===== config.mk =====
export PLATFORM = sky130hd
export DESIGN_NAME = dma_copy
export DESIGN_NICKNAME = d
export VERILOG_FILES = /design/src/rtl/dma_copy.sv
export SDC_FILE = /design/constraint.sdc
export NUM_CORES = 1
export LEC_CHECK = 0
export CORE_MARGIN = 1.5
export CORE_UTILIZATION = 50
export CTS_CLUSTER_DIAMETER = 30
export DETAILED_ROUTE_END_ITERATION = 10
export HOLD_SLACK_MARGIN = 0.15
export PLACE_DENSITY = 0.78
export SYNTH_ARGS = -nofsm -noshare
export SYNTH_HDL_FRONTEND = slang
export SYNTH_SLANG_ARGS = --single-unit

===== constraint.sdc =====
create_clock -name clk -period 4 [get_ports clk]
set_input_delay 1.2 -clock clk [delete_from_list [all_inputs] [get_ports clk]]
set_output_delay 1.2 -clock clk [all_outputs]
set_load 0.03 [all_outputs]

===== src/rtl/dma_copy.sv =====
// dma_copy: register-programmed memory-to-memory word copier with a valid/ready initiator port.
// Defining DMA_COPY_ABORT_EN adds a CTRL bit2 abort that completes the in-flight transaction first.
module dma_copy #(
  parameter int LEN_W = 16
) (
  input  logic        clk,
  input  logic        resetn,
  input  logic        valid,
  output logic        ready,
  input  logic [3:0]  wstrb,
  input  logic [31:0] addr,
  input  logic [31:0] wdata,
  output logic [31:0] rdata,
  output logic        m_valid,
  input  logic        m_ready,
  output logic [3:0]  m_wstrb,
  output logic [31:0] m_addr,
  output logic [31:0] m_wdata,
  input  logic [31:0] m_rdata
);

  typedef enum logic [2:0] {
    S_IDLE,
    S_RD_REQ,
    S_RD_GAP,
    S_WR_REQ,
    S_WR_GAP
  } state_t;

  state_t           r_state;
  logic             r_ready;
  logic [31:0]      r_rdata;
  logic [31:0]      r_src;
  logic [31:0]      r_dst;
  logic [LEN_W-1:0] r_len;
  logic [31:0]      r_buf;
  logic             r_done;
  logic             r_aborted;
  logic             r_abort_req;
  logic             r_m_valid;
  logic [3:0]       r_m_wstrb;
  logic [31:0]      r_m_addr;
  logic [31:0]      r_m_wdata;

  logic        w_acc;
  logic        w_wr;
  logic        w_busy;
  logic        w_cfg_wr;
  logic        w_ctrl_wr;
  logic        w_start;
  logic        w_clr;
  logic        w_abort_wr;
  logic        w_abort;
  logic [31:0] w_rd_mux;
  logic        w_unused;

  assign w_acc     = valid & ~r_ready;
  assign w_wr      = w_acc & (wstrb != 4'h0);
  assign w_busy    = (r_state != S_IDLE);
  assign w_cfg_wr  = w_wr & ~w_busy;
  assign w_ctrl_wr = w_wr & (addr[3:2] == 2'd3);
  assign w_start   = w_ctrl_wr & wdata[0] & ~w_busy;
  assign w_clr     = w_ctrl_wr & wdata[1];

`ifdef DMA_COPY_ABORT_EN
  assign w_abort_wr = w_ctrl_wr & wdata[2] & w_busy;
`else
  assign w_abort_wr = 1'b0;
`endif
  // An abort written this cycle is honoured at the same decision point as a pending one.
  assign w_abort = r_abort_req | w_abort_wr;

  assign w_unused = &{1'b0, addr[31:4], addr[1:0]};

  // NOTE: every combinational output gets a default first so no latch can be inferred.
  always_comb begin
    w_rd_mux = '0;
    case (addr[3:2])
      2'd0:    w_rd_mux = r_src;
      2'd1:    w_rd_mux = r_dst;
      2'd2:    w_rd_mux = {{(32-LEN_W){1'b0}}, r_len};
      default: w_rd_mux = {28'd0, r_aborted, 1'b0, r_done, w_busy};
    endcase
  end

  // NOTE: all state is updated with non-blocking assignments; later assignments win, so FSM
  // completion setting done overrides a done-clear written in the same cycle.
  always_ff @(posedge clk) begin
    if (!resetn) begin
      r_state     <= S_IDLE;
      r_ready     <= 1'b0;
      r_rdata     <= '0;
      r_src       <= '0;
      r_dst       <= '0;
      r_len       <= '0;
      r_buf       <= '0;
      r_done      <= 1'b0;
      r_aborted   <= 1'b0;
      r_abort_req <= 1'b0;
      r_m_valid   <= 1'b0;
      r_m_wstrb   <= '0;
      r_m_addr    <= '0;
      r_m_wdata   <= '0;
    end else begin
      r_ready <= w_acc;
      if (w_acc) r_rdata <= w_rd_mux;
      if (w_cfg_wr) begin
        case (addr[3:2])
          2'd0:    r_src <= {wdata[31:2], 2'b00};
          2'd1:    r_dst <= {wdata[31:2], 2'b00};
          2'd2:    r_len <= wdata[LEN_W-1:0];
          default: ;
        endcase
      end
      if (w_clr)      r_done      <= 1'b0;
      if (w_abort_wr) r_abort_req <= 1'b1;

      case (r_state)
        S_IDLE: begin
          if (w_start) begin
            if (r_len == '0) begin
              r_done <= 1'b1;
            end else begin
              r_state   <= S_RD_REQ;
              r_done    <= 1'b0;
              r_aborted <= 1'b0;
            end
          end
        end
        S_RD_REQ: begin
          // The first request after start is raised one cycle after the CTRL write lands.
          if (!r_m_valid) begin
            if (w_abort) begin
              r_state     <= S_IDLE;
              r_done      <= 1'b1;
              r_aborted   <= 1'b1;
              r_abort_req <= 1'b0;
            end else begin
              r_m_valid <= 1'b1;
              r_m_addr  <= r_src;
              r_m_wstrb <= 4'h0;
            end
          end else if (m_ready) begin
            r_m_valid <= 1'b0;
            r_buf     <= m_rdata;
            r_src     <= r_src + 32'd4;
            r_state   <= S_RD_GAP;
          end
        end
        S_RD_GAP: begin
          if (w_abort) begin
            r_state     <= S_IDLE;
            r_done      <= 1'b1;
            r_aborted   <= 1'b1;
            r_abort_req <= 1'b0;
          end else begin
            r_state   <= S_WR_REQ;
            r_m_valid <= 1'b1;
            r_m_addr  <= r_dst;
            r_m_wdata <= r_buf;
            r_m_wstrb <= 4'hF;
          end
        end
        S_WR_REQ: begin
          if (m_ready) begin
            r_m_valid <= 1'b0;
            r_m_wstrb <= 4'h0;
            r_dst     <= r_dst + 32'd4;
            r_len     <= r_len - LEN_W'(1);
            r_state   <= S_WR_GAP;
          end
        end
        S_WR_GAP: begin
          if (w_abort || r_len == '0) begin
            r_state     <= S_IDLE;
            r_done      <= 1'b1;
            r_aborted   <= w_abort;
            r_abort_req <= 1'b0;
          end else begin
            r_state   <= S_RD_REQ;
            r_m_valid <= 1'b1;
            r_m_addr  <= r_src;
            r_m_wstrb <= 4'h0;
          end
        end
        default: r_state <= S_IDLE;
      endcase
    end
  end

  assign ready   = r_ready;
  assign rdata   = r_rdata;
  assign m_valid = r_m_valid;
  assign m_wstrb = r_m_wstrb;
  assign m_addr  = r_m_addr;
  assign m_wdata = r_m_wdata;

endmodule

Word-level counts from Yosys, hierarchy flattened
Cells that the tools add are included.
{"block": "totals", "output_inout_bits": 102, "elab_cells": 118, "inputBits": 104, "regBits": 220}
{"block": "classes", "n_addsub": 3, "bitwise": 10, "reduce_logical": 17, "eq_ne": 17, "mux": 57}
{"op": "32-bit two-way mux", "n": 13}
{"op": "32-bit case mux with 3 select lines", "n": 2}
{"op": "32-bit by 3-bit adder with 32-bit output, second input constant", "n": 2}
{"op": "16-bit two-way mux", "n": 4}
{"op": "1-bit two-way mux", "n": 20}
{"op": "4-bit two-way mux", "n": 5}
{"op": "3-bit two-way mux", "n": 6}
{"op": "16-bit zero test", "n": 1}
{"op": "2-bit inequality test, second input constant", "n": 8}
{"op": "4-bit case mux with 4 select lines", "n": 1}
{"op": "16-bit by 1-bit subtractor with 16-bit output, second input constant", "n": 1}
{"op": "3-bit case mux with 5 select lines", "n": 1}
{"op": "5-bit AND reduction", "n": 3}
{"op": "1-bit case mux with 4 select lines", "n": 3}
{"op": "4-bit nonzero test", "n": 3}
{"op": "1-bit AND", "n": 7}
{"op": "3-bit by 2-bit == test with 1-bit output, second input constant", "n": 2}
{"op": "3-bit inequality test, second input constant", "n": 2}
{"op": "3-bit AND reduction", "n": 2}
{"op": "6-bit AND reduction", "n": 1}
{"op": "3-bit nonzero test", "n": 2}
{"op": "2-bit == test, second input constant", "n": 2}
{"op": "4-bit AND reduction", "n": 1}
{"op": "3-bit by 1-bit == test with 1-bit output, second input constant", "n": 1}
{"op": "other kinds (9)", "n": 11}

Longest topological paths before layout
Gate-level depths: netlist of run 1.
{"block": "depth", "depth_word": 9, "mapped_depth": 9}

Worst setup path before layout of run 1
OpenSTA, ideal clock, no wires.
{"block": "synth_path", "path_type": "in2reg", "start": "input port wstrb[1]", "end": "register r_dst[23]", "path_slack_ns": 1.196, "stages": 6, "arrival_ns": 2.713, "setup_time_ns": 0.092, "cell_sequence": "or4_1 and4_1 clkbuf_1 nor2_1 a21oi_1 a311oi_1"}
{"block": "synth_between", "elab_chain_cells": 6}
{"item": "start: declaration", "line_no": "10", "source": "input logic [3:0] wstrb,"}
{"item": "4-bit nonzero test (*)", "line_no": "58", "source": "assign w_wr = w_acc & (wstrb != 4'h0);"}
{"item": "1-bit AND (*)", "line_no": "58"}
{"item": "1-bit AND (*)", "line_no": "60", "source": "assign w_cfg_wr = w_wr & ~w_busy;"}
{"item": "32-bit two-way mux (*)", "line_no": "107", "source": "if (w_cfg_wr) begin"}
{"item": "32-bit two-way mux", "line_no": "165", "source": "if (m_ready) begin"}
{"item": "32-bit two-way mux (*)", "line_no": "118", "source": "case (r_state)"}
{"item": "end signal: assignment", "line_no": "110", "source": "2'd1: r_dst <= {wdata[31:2], 2'b00};"}
{"item": "end signal: assignment", "line_no": "168", "source": "r_dst <= r_dst + 32'd4;"}
{"item": "end: declaration", "line_no": "34", "source": "logic [31:0] r_dst;"}
Every way passes the cells marked *; elsewhere a longest branch is shown, timed or not.
A chain may end at the register's enable or synchronous reset.

Worst setup path after layout of run 1
{"block": "layout_path", "start": "input port wstrb[1]", "end": "register r_src[30]"}
{"block": "layout_between", "elab_chain_cells": 7}
{"item": "4-bit nonzero test (*)", "line_no": "58"}
{"item": "1-bit AND (*)", "line_no": "58"}
{"item": "1-bit AND (*)", "line_no": "60"}
{"item": "32-bit two-way mux (*)", "line_no": "107"}
{"item": "32-bit two-way mux", "line_no": "143", "source": "end else if (m_ready) begin"}
{"item": "32-bit two-way mux", "line_no": "132", "source": "if (!r_m_valid) begin"}
{"item": "32-bit two-way mux (*)", "line_no": "118"}
{"item": "end signal: assignment", "line_no": "109", "source": "2'd0: r_src <= {wdata[31:2], 2'b00};"}
{"item": "end signal: assignment", "line_no": "146", "source": "r_src <= r_src + 32'd4;"}
{"item": "end: declaration", "line_no": "33", "source": "logic [31:0] r_src;"}
Marks and branches as above.

==> results of run 1 <==
## per-layer routing
metal  track usage [%]  vias to the layer above  wire (um)
li1                  -                     4882          -
met2              48.2                      490      14800
met3              5.45                      110       2730
met4              14.5                        0       1500
met5                 0                        -          0
met1              38.6                     4928      13100
## cell usage in the layout (no fill, tap or decap), types with 4 or more instances in the layout
| master | count |
|---|---|
| nand2_1 | 264 |
| dfxtp_1 | 215 |
| clkdlybuf4s50_1 | 174 |
| a21oi_1 | 134 |
| nor2_1 | 80 |
| nor3_1 | 71 |
| clkbuf_16 | 45 |
| o21ai_0 | 39 |
| buf_4 | 36 |
| mux2_2 | 34 |
| nand3_1 | 34 |
| a311oi_2 | 28 |
| a22oi_1 | 23 |
| nand4_1 | 19 |
| a221oi_1 | 16 |
| a31oi_1 | 16 |
| clkinv_2 | 14 |
| and3_1 | 12 |
| a211oi_1 | 12 |
| inv_1 | 11 |
| o211ai_1 | 10 |
| nor4_1 | 9 |
| and4_1 | 9 |
| a311oi_1 | 9 |
| or3_1 | 7 |
| o311ai_0 | 7 |
| or4_1 | 6 |
| o21a_1 | 6 |
| a2bb2oi_1 | 6 |
| clkbuf_8 | 6 |
| mux2i_1 | 5 |
| and2_1 | 5 |
| or2_2 | 4 |
| ha_1 | 4 |
| clkbuf_1 | 4 |
## cell families (layout without fill, tap and decap cells)
group | count (synthesis) | in the layout
AO/OA/AOI/OAI | 333 | 333
adder cells (fa/ha/maj) | 4 | 4
buffers and inverters | 121 | 302
flip-flops | 215 | 215
multiplexers | 41 | 41
AND/OR/NAND/NOR | 543 | 543
## metrics by stage
stage               power, W  setup slack (ns)
global placement     0.00274             0.500
global route         0.00633             0.748
floorplan            0.00254              1.20
detailed placement   0.00275             0.404
CTS                  0.00616             0.946
finish               0.00614             0.886
## cell type report
cell class | count | area share, %
Tap cell | 265 | 2.45
Clock inverter | 21 | 1.28
Clock buffer | 55 | 9.04
Timing Repair Buffer | 213 | 15.2
Multi-Input combinational cell | 921 | 39.8
Inverter | 13 | 0.398
Sequential cell | 215 | 31.8
## flip-flops by register name (all words and copies together), names as in the netlist
register,flops
m_addr,32
m_valid,1
m_wdata,32
m_wstrb,1
r_buf,32
r_done,1
r_dst,32
r_len,16
r_src,32
r_state,3
rdata,32
ready,1
## power by group
group          switching [W]  internal [W]  leakage [nW]
registers          0.0000578       0.00220          1.74
logic               0.000263      0.000206          2.08
clock network        0.00114       0.00227         0.702
## worst paths after layout
path | cells past startpoint | end | slack (ns) | startpoint
min | 2 | m_wdata[28] | 0.44 | r_buf[28]
min reg2reg | 2 | m_wdata[28] | 0.44 | r_buf[28]
max | 6 | r_src[30] | 0.89 | wstrb[1]
max reg2reg | 7 | m_addr[27] | 1.06 | r_state[1]
## worst max-delay path, stage by stage
cell and delay (ns):
clkdlybuf4s50_1 0.41, nor4_1 0.60, nor4_2 0.12, nor2_1 0.76, nor4bb_1 0.14, o31a_1 0.27
==> run_results.csv, run 1 <==
group,metric,value,unit
sta,fmax,321,MHz
drt,vias,10410,
sta,finalHoldViolCount,0,
sta,hold_slack,0.442,ns
sta,worst_slew_pin_slew,1.11,ns
floorplanning,die_h,146,um
critical_path,worstPathRequired,4.40,ns
power_and_ir_drop,p_leak,4.52,nW
synth,muxShareOfSynthArea,4.70,%
clock_tree,numCtsBuffers,44,
power_and_ir_drop,ir_worst_vdd,0.294,mV
sta,final-setup-viol-count,0,
layout,multi_input_area,5390,um^2
drt,routed_wl,32100,um
synth,yosys-top-cells-area,"dfxtp_1 (42%), nand2_1 (9.7%), a21oi_1 (6.6%)",
clock_tree,cts_hold_buf,0,
synth,synth_compound_area_share,23.1,%
critical_path,crit_path_max_fanout,11,
floorplanning,ios,206,
synth,yosysWarnings,0,
clock_tree,clock_latency,0.52,ns
critical_path,worstPathArrival,3.51,ns
synth,ys_seq_elements,215,
grt,grt_pass1_vias,9896,
grt,grt_use_total,29.9,%
synth,netlist.area_leader.share,42.3,%
sta,fin_skew,0.0194,ns
synth,yosysTopAreaCell,"dfxtp_1",
clock_tree,clk_pin_slew,0.05,ns
layout,final_util,68.6,%
synth,syn_avg_cell_area,8.09,um^2
layout,nets,1516,
clock_tree,htree_levels,2,
layout,fillers,1515,
flow_run,cap_violations,0,
critical_path,crit_type,"input pin to flip-flop",
sta,grt_setup_unrepaired,"false",
grt,grt_first_pass_wirelength,51600,um
grt,overflow,0,
worst_hold_path,min_path_type,"flip-flop to flip-flop",
synth,synthTopCellsByCount,"nand2_1 (264), dfxtp_1 (215), a21oi_1 (134)",
synth,synthArstFlopShare,0,%
floorplanning,start_util,51.6,%
grt,grt_max_degree,71,
layout,diodes,0,
drt,drt_first_iter_violations,1010,
synth,yosysMostFrequentCell,"nand2_1",
sta,period_needed,3.11,ns
synth,synth.distinct_cells,65,
clock_tree,cts-root-buf,"clkbuf_16",
critical_path,start_kind,"input pin",
floorplanning,design.die.area,21200,um^2
floorplanning,rows,51,
drt,wl_per_cell,18.8,um
synth,ys_seq_area_share,42.3,%
layout,stdcell_area,13500,um^2
clock_tree,cts_tree,"done",
clock_tree,cts-resized-gates,0,
run_status,outcome,"finished, final reports clean",
drt,drc_errors,0,
synth,syn_nets,1365,
floorplanning,fp.dieW,146,um
place,placed_area,12100,um^2
power_and_ir_drop,p_per_area,454,nW/um^2
layout,drive_gt1_share,13.4,%
drt,ant_nets,0,
sta,period_share,77.8,%
place,gp_congestion,0.918,
clock_tree,cts_sinks,215,
sta,maxSlewViolCount,0,
layout,regArea,4300,um^2
synth,synthAdderAreaFrac,0.492,%
grt,antenna_found_initial,0,
floorplanning,core-area,19700,um^2
synth,synth-xor-area-share,0,%
drt,via_per_inst,6.11,
clock_tree,clock_path_buffers,3,
critical_path,critPathCaptureType,"flip-flop",
synth,synthFlopType,"dfxtp_1",
synth,synth_edf_count,0,
synth,synth_top_family_by_area,"simple AND/OR/NAND/NOR gates",
drt,firstDrtPassIters,8,
place,dp_hpwl,20800,um
synth,synth-simple-area-share,24.5,%
clock_tree,cts_setup_buffers,0,
sta,setup_tns,0,ns
synth,synth_area,10200,um^2
layout,final_cells,1703,
sta,max_slew_margin,25.6,%
place,port_buffers,175,
layout,area_delta_synth_final,33.1,%
place,dp_cells,1627,
synth,syn_inst,1257,
No activity file was read; power rests on OpenSTA's default activity.
==> run 2: changes to the inputs <==
- clock period: 4 -> 2.95 ns (I/O delays scaled with it)
==> run 2 against run 1 <==
  * Register-to-register slack worse by 0.45 ns
  * Clock power up 50%
  * Clock skew down 0.0022 ns
  * Clock-buffer cell count unchanged
  * Core utilization up 2.3 points
  * Critical path type is now flip-flop to output pin
  * Critical endpoint is now m_valid
  * Largest cell class unchanged
  * Largest power group unchanged
==> run_results.csv, run 2 (synthesized netlist as in run 1, its figures left out) <==
group,metric,value,unit
grt,antenna_found_initial,0,
clock_tree,htree_levels,2,
critical_path,regToRegSetupSlack,0.61,ns
grt,grt_pass1_vias,10017,
clock_tree,numCtsBuffers,43,
sta,final-setup-viol-count,0,
worst_hold_path,min_path_type,"flip-flop to flip-flop",
sta,worst_slew_pin_slew,0.764,ns
drt,wl_per_cell,18.8,um
drt,drc_errors,0,
clock_tree,cts_sinks,215,
sta,period_needed,2.59,ns
grt,overflow,0,
critical_path,critPathCaptureType,"output pin",
floorplanning,fp.dieW,146,um
drt,drt_first_iter_violations,1086,
floorplanning,design.die.area,21200,um^2
critical_path,start_kind,"flip-flop",
clock_tree,cts_setup_buffers,0,
critical_path,worst-path-buf-inv,1,
worst_hold_path,whs_path_depth,2,
critical_path,cp_slowest_cell,"clkdlybuf4s50_1",
place,gp_congestion,0.925,
clock_tree,cts_tree,"done",
grt,grt_use_total,30.4,%
place,place_ws,-0.0440,ns
layout,stdcell_area,14000,um^2
layout,final_common_cell,"nand2_1",
place,port_buffers,175,
layout,nets,1545,
clock_tree,clock_latency,0.52,ns
power_and_ir_drop,p_leak,4.73,nW
layout,final_cell_mix,"nand2_1 (264), dfxtp_1 (215), clkdlybuf4s50_1 (174)",
critical_path,worstPathArrival,1.70,ns
critical_path,crit_path_max_fanout,8,
sta,maxSlewViolCount,0,
drt,routed_wl,32700,um
floorplanning,ios,206,
clock_tree,cts_hold_buf,0,
layout,diodes,0,
worst_hold_path,hp-start,"r_buf[26]",
sta,grt_setup_unrepaired,"false",
sta,setup_tns,0,ns
sta,finalHoldViolCount,0,
floorplanning,rows,51,
floorplanning,start_util,51.6,%
power_and_ir_drop,p_per_area,631,nW/um^2
grt,grt_first_pass_wirelength,52800,um
critical_path,r2r_cells,5,
clock_tree,clk_pin_slew,0.05,ns
drt,via_per_inst,6.07,
grt,grt_max_degree,64,
place,placed_area,12400,um^2
flow_run,cap_violations,0,
place,dp_hpwl,21400,um
drt,ant_nets,0,
clock_tree,cts-root-buf,"clkbuf_16",
critical_path,rr_endpoint,"r_src[3]",
drt,firstDrtPassIters,5,
critical_path,slowest_delay,0.73,ns
clock_tree,cts-resized-gates,0,
sta,setup_slack,0.362,ns
layout,drive_gt1_share,15.3,%
sta,fmax,386,MHz
floorplanning,die_h,146,um
clock_tree,clock_path_buffers,3,
critical_path,crit_type,"flip-flop to output pin",
power_and_ir_drop,finalPower,0.00882,W
floorplanning,core-area,19700,um^2
critical_path,cp_top_family,"buffers and inverters",
sta,fin_skew,0.0172,ns
power_and_ir_drop,ir_worst_vdd,0.703,mV
layout,area_delta_synth_final,37.5,%
critical_path,r2r_start,"r_state[1]",
critical_path,worstPathRequired,2.07,ns
run_status,outcome,"finished, final reports clean",
sta,period_share,87.7,%
critical_path,crit_path_cell_trace,"clkdlybuf4s50_1",
worst_hold_path,hold_end,"m_wdata[26]",
sta,max_slew_margin,49.1,%
critical_path,startpoint,"m_valid",
drt,vias,10552,
==> run 2: changes by cell type in the layout (fill, tap and decap cells not counted), sizes merged <==
cell and change:
bufinv +5, clkinvlp +4, buf +30, inv +2, clkinv -7
==> run 2: worst max path at each step <==
stage,cells past startpoint,end,slack (ns)
after floorplan,6,r_dst[23],0.46
after detailed placement,6,r_len[10],-0.04
after global placement,8,r_src[18],-0.02
final,1,m_valid,0.36
after global routing,1,m_valid,0.32
after CTS,1,m_valid,0.36
==> run 2: power by group <==
part	leakage (nW)	total [W]	internal (W)	switching, W
clock network	0.742	0.00510	0.00349	0.00162
logic	2.25	0.000659	0.000296	0.000363
registers	1.74	0.00306	0.00298	0.0000809
total	4.73	0.00882	0.00676	0.00206
==> run 2: final cells by class <==
cell class	count	area, um^2
Clock buffer	55	1190
Clock inverter	25	354
Fill cell	1485	5740
Inverter	13	53.8
Multi-Input combinational cell	921	5390
Sequential cell	215	4300
Tap cell	265	332
Timing Repair Buffer	243	2360
==> run 2: per-layer routing <==
| metal | vias up | GRT usage (%) | part of all wire (%) |
|---|---|---|---|
| li1 | 4944 | - | - |
| met1 | 5020 | 39.7 | 42 |
| met2 | 491 | 49.3 | 46 |
| met3 | 97 | 5.02 | 8.1 |
| met4 | 0 | 13.9 | 3.9 |
| met5 | - | 0 | 0 |
==> run 2: per-stage QoR <==
step                      hold WS [ns]  util (%)  instances
final                            0.446      70.9       1737
after global routing             0.465      70.9       1737
after CTS                        0.447      70.9       1737
after detailed placement         0.443      63.1       1657
after global placement           0.435      63.1       1657
after floorplan                  0.432         -       1257
==> run 3: changes to the inputs <==
- CORE_UTILIZATION: 50 -> 47
- PLACE_DENSITY: 0.78 -> 0.77
- clock period: 2.95 -> 2.1 ns (I/O delays scaled with it)
==> run 3 against run 2 <==
  * The run now ends with negative setup slack left
  * Core utilization up 0.075 points
  * First-iteration DRC count down 13%
  * Clock power rose by 58%
  * Non-clock buffer count grew 89
  * Flip-flop and latch count is the same
  * Global-route usage shrank 0.55 points
  * Sequential share of layout area down 2.0 points
  * Clock-buffer cell count increased by 8
  * Critical path depth is 5 higher
  * Sequential power is 40% higher
  * Critical path type is now flip-flop to flip-flop
==> run_results.csv, run 3 (synthesized netlist as in run 1, its figures left out) <==
group,metric,value,unit
drt,ant_nets,0,
floorplanning,die_h,150,um
critical_path,critPathCaptureType,"flip-flop",
floorplanning,core-area,21100,um^2
floorplanning,rows,53,
drt,drt_first_iter_violations,948,
layout,area_delta_synth_final,47.2,%
worst_hold_path,hold_end,"m_wdata[15]",
critical_path,worstPathRequired,2.50,ns
critical_path,worst-path-buf-inv,1,
sta,max_slew_margin,71.6,%
layout,drive_gt1_share,21.8,%
drt,vias,10934,
sta,period_needed,2.10,ns
clock_tree,cts_tree,"done",
place,gp_congestion,0.929,
drt,drc_errors,0,
power_and_ir_drop,p_leak,5.82,nW
grt,antenna_found_initial,0,
critical_path,crit_path_cell_trace,"or4_4, nor4_4, a21oi_2, buf_4, nor3_1, a311oi_2",
clock_tree,clock_path_buffers,3,
critical_path,slowest_delay,0.56,ns
critical_path,crit_type,"flip-flop to flip-flop",
grt,grt_max_degree,39,
sta,grt_setup_unrepaired,"true",
sta,maxSlewViolCount,0,
floorplanning,fp.dieW,150,um
critical_path,r2r_start,"r_len[9]",
power_and_ir_drop,ir_worst_vdd,0.822,mV
worst_hold_path,whs_path_depth,2,
sta,final-setup-viol-count,1,
clock_tree,numCtsBuffers,49,
sta,worst_slew_pin_slew,0.426,ns
floorplanning,ios,206,
place,placed_area,13300,um^2
worst_hold_path,hp-start,"r_buf[15]",
place,dp_hpwl,23400,um
sta,finalHoldViolCount,0,
floorplanning,design.die.area,22500,um^2
grt,overflow,0,
critical_path,regToRegSetupSlack,-0.002,ns
critical_path,cp_slowest_cell,"or4_4",
layout,nets,1640,
grt,grt_use_total,29.9,%
critical_path,crit_path_max_fanout,34,
clock_tree,clock_latency,0.52,ns
sta,fmax,476,MHz
run_status,outcome,"finished with violations",
grt,grt_first_pass_wirelength,53800,um
run_status,failed_checks,"negative setup slack",
place,place_ws,-0.552,ns
grt,grt_pass1_vias,10529,
layout,final_cell_mix,"nand2_1 (264), dfxtp_1 (212), buf_4 (138)",
layout,final_common_cell,"nand2_1",
drt,via_per_inst,5.92,
critical_path,start_kind,"flip-flop",
sta,setup_slack,-0.00218,ns
place,port_buffers,175,
critical_path,worstPathArrival,2.50,ns
sta,fin_skew,0.0118,ns
critical_path,r2r_cells,6,
clock_tree,htree_levels,2,
layout,fillers,1641,
sta,period_share,100,%
flow_run,cap_violations,0,
clock_tree,clk_pin_slew,0.05,ns
drt,firstDrtPassIters,5,
power_and_ir_drop,p_per_area,893,nW/um^2
critical_path,cp_top_family,"simple AND/OR/NAND/NOR gates",
clock_tree,cts_sinks,215,
layout,stdcell_area,15000,um^2
worst_hold_path,min_path_type,"flip-flop to flip-flop",
drt,wl_per_cell,18.4,um
floorplanning,start_util,48.2,%
clock_tree,cts-root-buf,"clkbuf_16",
critical_path,rr_endpoint,"m_addr[1]",
drt,routed_wl,34000,um
-- run 3: cell types whose count changed in the layout (fill, tap and decap cells not counted), moves of 4 or more --
cell	previous run	this run
buf_12	8	18
buf_4	60	138
clkbuf_16	44	49
clkbuf_8	5	10
clkdlybuf4s50_1	174	73
clkinv_2	4	8
dlygate4sd2_1	0	102
-- run 3: layout make-up --
cell class	instances	area [um^2]	share of cell area (%)
Inverter	13	55.1	0.368
Clock inverter	26	385	2.57
Tap cell	275	344	2.30
Clock buffer	63	1380	9.21
Antenna cell	1	2.50	0.0167
Timing Repair Buffer	332	3030	20.3
Multi-Input combinational cell	921	5460	36.5
Sequential cell	215	4310	28.8
-- run 3: worst max-delay path by stage --
stage | startpoint | endpoint | slack (ns) | depth (start not counted)
4_1_cts | addr[2] | r_src[15] | 0.005 | 8
6_report | r_len[9] | m_addr[1] | -0.002 | 6
3_3_place_gp | wstrb[1] | r_dst[2] | -0.52 | 7
5_1_grt | r_len[9] | m_addr[6] | -0.04 | 6
2_1_floorplan | wstrb[1] | r_dst[13] | -0.007 | 6
3_5_place_dp | wstrb[1] | r_dst[2] | -0.55 | 7
-- run 3: routing by layer --
layer | part of all wire (%) | wire length (um) | GRT usage (%) | vias up
met4 | 3.2 | 1090 | 12.4 | 0
met5 | 0 | 0 | 0 | -
met1 | 42 | 14300 | 39.5 | 5209
met3 | 7.8 | 2650 | 4.51 | 98
met2 | 47 | 15900 | 48.5 | 487
li1 | - | - | - | 5140
-- run 3: repair_timing --
| action | 4_1_cts | 5_1_grt |
|---|---|---|
| setup endpoints to repair | 131 | 54 |
| pin swaps | 1 | 0 |
| setup buffers | 0 | 1 |
| hold buffers | 0 | 0 |
| resized for setup | 104 | 15 |
-- run 3: worst reg2reg max path, delay by kind of cell, from the launching register on --
kind	cells	cell delay (ns)
buffers and inverters	1	0.29
AND/OR/NAND/NOR	3	1.18
flip-flops	1	0.30
AO/OA/AOI/OAI	2	0.20
-- run 3: where the power goes --
group	internal [W]	switching (W)
clock	0.00570	0.00236
sequential	0.00419	0.0000874
combinational	0.000474	0.000562
total	0.0104	0.00301
-- run 3: stage by stage --
step,std cells,util [%],hold slack (ns),power [W],setup TNS [ns]
4_1_cts,1844,70.7,0.446,0.0134,0
2_1_floorplan,1257,-,0.432,0.00485,-0.00869
6_report,1846,71.0,0.437,0.0134,-0.00218
3_3_place_gp,1755,62.9,0.432,0.00536,-40.08
3_5_place_dp,1755,62.9,0.441,0.00538,-44.34
5_1_grt,1845,71.0,0.461,0.0138,-0.304
